[src/rtl/fft_pkg.sv]
// Shared FFT definitions: default address width, sequencer states,
// and the bit-reverse helper used by the read-address generator.
package fft_pkg;

  localparam int FFT_ADDR_W = 4;

  typedef enum logic [1:0] {
    IDLE,
    RUN,
    DONE
  } bitrev_state_t;

  // Reverses the low w bits of v; bits at and above w are returned as 0.
  function automatic logic [31:0] bitrev(
    input logic [31:0] v,
    input int          w
  );
    logic [31:0] r;
    r = '0;
    for (int i = 0; i < 32; i++) begin
      if (i < w) r[i] = v[w-1-i];
    end
    return r;
  endfunction

endpackage

[src/rtl/up_counter_sclr.sv]
// Up counter with enable, synchronous clear (priority over enable)
// and asynchronous active-low reset.
module up_counter_sclr #(
  parameter int W = 4
) (
  input  logic         clk_i,
  input  logic         rst_ni,
  input  logic         en_i,
  input  logic         sclr_i,
  output logic [W-1:0] cnt_o
);

  logic [W-1:0] cnt_q;
  logic [W-1:0] cnt_d;

  always_comb begin
    cnt_d = cnt_q;
    if (sclr_i) begin
      cnt_d = '0;
    end else if (en_i) begin
      cnt_d = cnt_q + 1'b1;
    end
  end

  always_ff @(posedge clk_i or negedge rst_ni) begin
    if (!rst_ni) cnt_q <= '0;
    else         cnt_q <= cnt_d;
  end

  assign cnt_o = cnt_q;

endmodule

[src/rtl/bitrev_addr_gen.sv]
// Bit-reversed read-address sequencer for the FFT sample buffer.
// Optional natural-order mode: BITREV_ADDR_GEN_NATURAL_EN.
module bitrev_addr_gen
  import fft_pkg::*;
#(
  parameter int ADDR_W = FFT_ADDR_W
) (
  input  logic              clk,
  input  logic              clr_n,
  input  logic              start,
  input  logic              abort,
  input  logic              addr_ready,
`ifdef BITREV_ADDR_GEN_NATURAL_EN
  input  logic              natural,
`endif
  output logic              addr_valid,
  output logic [ADDR_W-1:0] addr,
  output logic              last,
  output logic              busy,
  output logic              done
);

  bitrev_state_t state_q;
  bitrev_state_t state_d;

  logic [ADDR_W-1:0] cnt;
  logic              run;
  logic              accept;
  logic              hs;
  logic              cnt_last;
  logic [31:0]       rev_w;
  logic [ADDR_W-1:0] ord_addr;
  logic              unused_rev;

  assign run      = (state_q == RUN);
  assign accept   = (state_q == IDLE) & start & ~abort;
  assign hs       = run & addr_ready & ~abort;
  assign cnt_last = &cnt;

  up_counter_sclr #(
    .W(ADDR_W)
  ) u_cnt (
    .clk_i (clk),
    .rst_ni(clr_n),
    .en_i  (hs),
    .sclr_i(accept | abort),
    .cnt_o (cnt)
  );

  assign rev_w      = bitrev(32'(cnt), ADDR_W);
  assign unused_rev = ^rev_w[31:ADDR_W];

`ifdef BITREV_ADDR_GEN_NATURAL_EN
  logic nat_q;
  logic nat_d;

  always_comb begin
    nat_d = nat_q;
    if (abort)       nat_d = 1'b0;
    else if (accept) nat_d = natural;
  end

  always_ff @(posedge clk or negedge clr_n) begin
    if (!clr_n) nat_q <= 1'b0;
    else        nat_q <= nat_d;
  end

  assign ord_addr = nat_q ? cnt : rev_w[ADDR_W-1:0];
`else
  assign ord_addr = rev_w[ADDR_W-1:0];
`endif

  always_comb begin
    state_d = state_q;
    if (abort) begin
      state_d = IDLE;
    end else begin
      unique case (state_q)
        IDLE:    if (start) state_d = RUN;
        RUN:     if (addr_ready && cnt_last) state_d = DONE;
        DONE:    state_d = IDLE;
        default: state_d = IDLE;
      endcase
    end
  end

  always_ff @(posedge clk or negedge clr_n) begin
    if (!clr_n) state_q <= IDLE;
    else        state_q <= state_d;
  end

  assign addr_valid = run;
  assign addr       = run ? ord_addr : '0;
  assign last       = run & cnt_last;
  assign busy       = (state_q != IDLE);
  assign done       = (state_q == DONE);

endmodule
[config.mk]
export PLATFORM = sky130hd
export DESIGN_NAME = bitrev_addr_gen
export DESIGN_NICKNAME = d
export VERILOG_FILES = /design/src/rtl/fft_pkg.sv /design/src/rtl/up_counter_sclr.sv /design/src/rtl/bitrev_addr_gen.sv
export SDC_FILE = /design/constraint.sdc
export NUM_CORES = 1
export LEC_CHECK = 0
export ABC_AREA = 1
export ABC_CLOCK_PERIOD_IN_PS = 2200
export CORE_AREA = 4 4 41 43
export CTS_CLUSTER_DIAMETER = 200
export DETAILED_ROUTE_END_ITERATION = 8
export DIE_AREA = 0 0 45 47
export GPL_TIMING_DRIVEN = 0
export PLACE_DENSITY = 0.66
export SLEW_MARGIN = 20
export SYNTH_ARGS = -nofsm -noshare
export SYNTH_HDL_FRONTEND = slang
export SYNTH_SLANG_ARGS = --single-unit
[constraint.sdc]
create_clock -name clk -period 2.2 [get_ports clk]
set_input_delay 0.44 -clock clk [delete_from_list [all_inputs] [get_ports clk]]
set_output_delay 0.44 -clock clk [all_outputs]
set_load 0.03 [all_outputs]
==> run summary <==
Largest net degree at the start of global routing -> 8
Area delta synth->final -> 42.4%
First-pass iteration count of the detailed router -> 4
Vias in the first global route -> 318
Commonest non-fill, non-tap cell in the layout -> nand2_1
Yosys reg bits -> 6
Most frequent cells in the layout -> nand2_1 (13), clkdlybuf4s50_1 (11), inv_1 (10)
Max FO, Critical Path -> 7
Drt total wl -> 717 um
Die area -> 0.00212 mm2
Worst Path Arrival -> 1.59 ns
Cts bufs inserted -> 3
Fmax -> 0.494 GHz
Layout Nets -> 79
VDD IR max -> 0.000493 V
H-tree depth -> 1
Max Slew Vio Count -> 0
DRC viols -> 0
Die Span X -> 45 um
P per Cell Area -> 782 mW/mm2
Share of post-route cells with drive strength above 1 -> 11.3%
Outcome -> finished clean
Port-buffer cells -> 12
Fin crit period -> 2.03 ns
Drt wl/cell -> 8.34 um
Starting Density -> 29.7%
DR vias -> 365
Total leakage power -> 0.311 nW
Clock latency on the worst-skew pair -> 0.24 ns
Synth area leaders -> dfrtp_1 (39%), nand2_1 (13%), inv_1 (9.7%)
Cell Area, Synth -> 387 um2
DIE HEIGHT -> 47 um
CTS tree -> yes
Hold WS -> 0.433 ns
Worst setup margin -> 0.174 ns
Antenna Nets Post-Route -> 0
Final Skew -> 0.000666 ns
First-pass GRT wire length -> 1260 um
Placeable Area -> 0.00130 mm2
Worst hold path type -> in2async
Warnings from Yosys -> 0
DRC violation total after the first TritonRoute iteration -> 3
Mean Syn Cell Area -> 6.90 um2
WP data required -> 1.76 ns
I/O pin count -> 13
DP Worst Slack -> 0.281 ns
Routability cong. -> 0.695
Num rows -> 13
Max-Cap Viols -> 0
Max Buffers Root-to-Sink -> 2
Synth unique cells -> 15
Slew HR -> 78.7%
Final Hold Vio Count -> 0
Total Neg Setup Slack -> 0 ns
CTS clk-pin slew, worst paths -> 0.04 ns
RSZ-0062 raised after global routing -> false
Synth top area share -> 38.8%
Slew @ Worst Pin -> 0.319 ns
DP HPWL -> 604 um
Diodes inserted -> 0
# setup viols final -> 0
Clock sinks -> 6
Mapped Nets -> 62
Synth area leader -> dfrtp_1
Seq/Total Area, Yosys -> 38.8%
Post-Syn Instances -> 56
Initial antenna violation count -> 0
Kind of critical path -> reg2out
Grt ovf -> 0
Vias per cell -> 4.24
CP Capture Type -> output pin
Total track usage -> 8.53%
Worst setup SP type -> flop
Final Cycle Share -> 92.1%
CTS root buf -> clkbuf_4
power breakdown:
part           internal, mW  leakage (nW)  switching, mW
sequential            0.126        0.0814         0.0131
combinational        0.0711         0.215          0.125
clock                0.0613        0.0138         0.0340
final cells by class:
type                       instances  area (um2)
timing repair buffer              12         123
sequential                         6         150
tap                               15        18.8
clock buffer                       3        22.5
fill                             144         751
inverter                          12        45.0
multi-input combinational         38         191
cells by family (layout without fill, tap and decap cells):
group | after synthesis | count (layout) | synth area share (%)
buf+inv | 12 | 27 | 11.7
compound gates | 2 | 2 | 2.59
xor+xnor | 1 | 1 | 2.27
simple gates | 34 | 34 | 41.4
fa+ha+maj | 1 | 1 | 3.24
flops | 6 | 6 | 38.8
metal layers:
layer  vias to the layer above  track usage [%]  part of all wire [%]
met5                         -                0                     0
met4                         0             7.02                   2.1
met3                         2             3.07                   8.9
met2                        12             11.9                    41
met1                       151             10.5                    48
li1                        200                -                     -
flip-flops by register name, summed over array words and instances (netlist names):
register	count
u_cnt.cnt_o	4
state_q	2
timing repair:
| item | CTS | global route |
|---|---|---|
| buffers inserted | 0 | 0 |
| setup endpoints to repair | 0 | 1 |
| hold buffers | 0 | 0 |
| gates resized for setup | 0 | 1 |
per-stage QoR:
step,utilization [%],power [mW],area [um2],instances
final,42.3,0.430,551,86
after global routing,42.3,0.465,551,86
after CTS,42.1,0.442,548,86
after detailed placement,40.4,0.341,526,83
after global placement,40.4,0.338,526,83
after floorplan,-,0.267,387,56
worst paths after layout:
path                                       startpoint                    endpoint  slack, ns  cells past startpoint
max                            state_q[1]$_DFFE_PN0P_                     addr[3]       0.17                      4
min                                             clr_n  u_cnt.cnt_o[1]$_DFFE_PN0P_       0.43                      1
max reg2reg                u_cnt.cnt_o[0]$_DFFE_PN0P_      state_q[1]$_DFFE_PN0P_       1.11                      5
min reg2reg                u_cnt.cnt_o[3]$_DFFE_PN0P_  u_cnt.cnt_o[3]$_DFFE_PN0P_       0.57                      2
max in group asynchronous                       clr_n      state_q[0]$_DFFE_PN0P_       1.57                      1
min in group clk           u_cnt.cnt_o[3]$_DFFE_PN0P_  u_cnt.cnt_o[3]$_DFFE_PN0P_       0.57                      2
cell usage after synthesis (all sizes together):
master  count
inv        12
ha          1
nand3       7
nand3b      1
nor2       10
nand2      15
nand4       1
xor2        1
dfrtp       6
o21ai       1
a21oi       1
critical path: stages (launching register included):
cell             delay, ns
dfrtp_1               0.36
inv_1                 0.08
nand2_2               0.12
nor2_1                0.12
clkdlybuf4s50_1       0.67
Power figures use the tool's default switching activity.
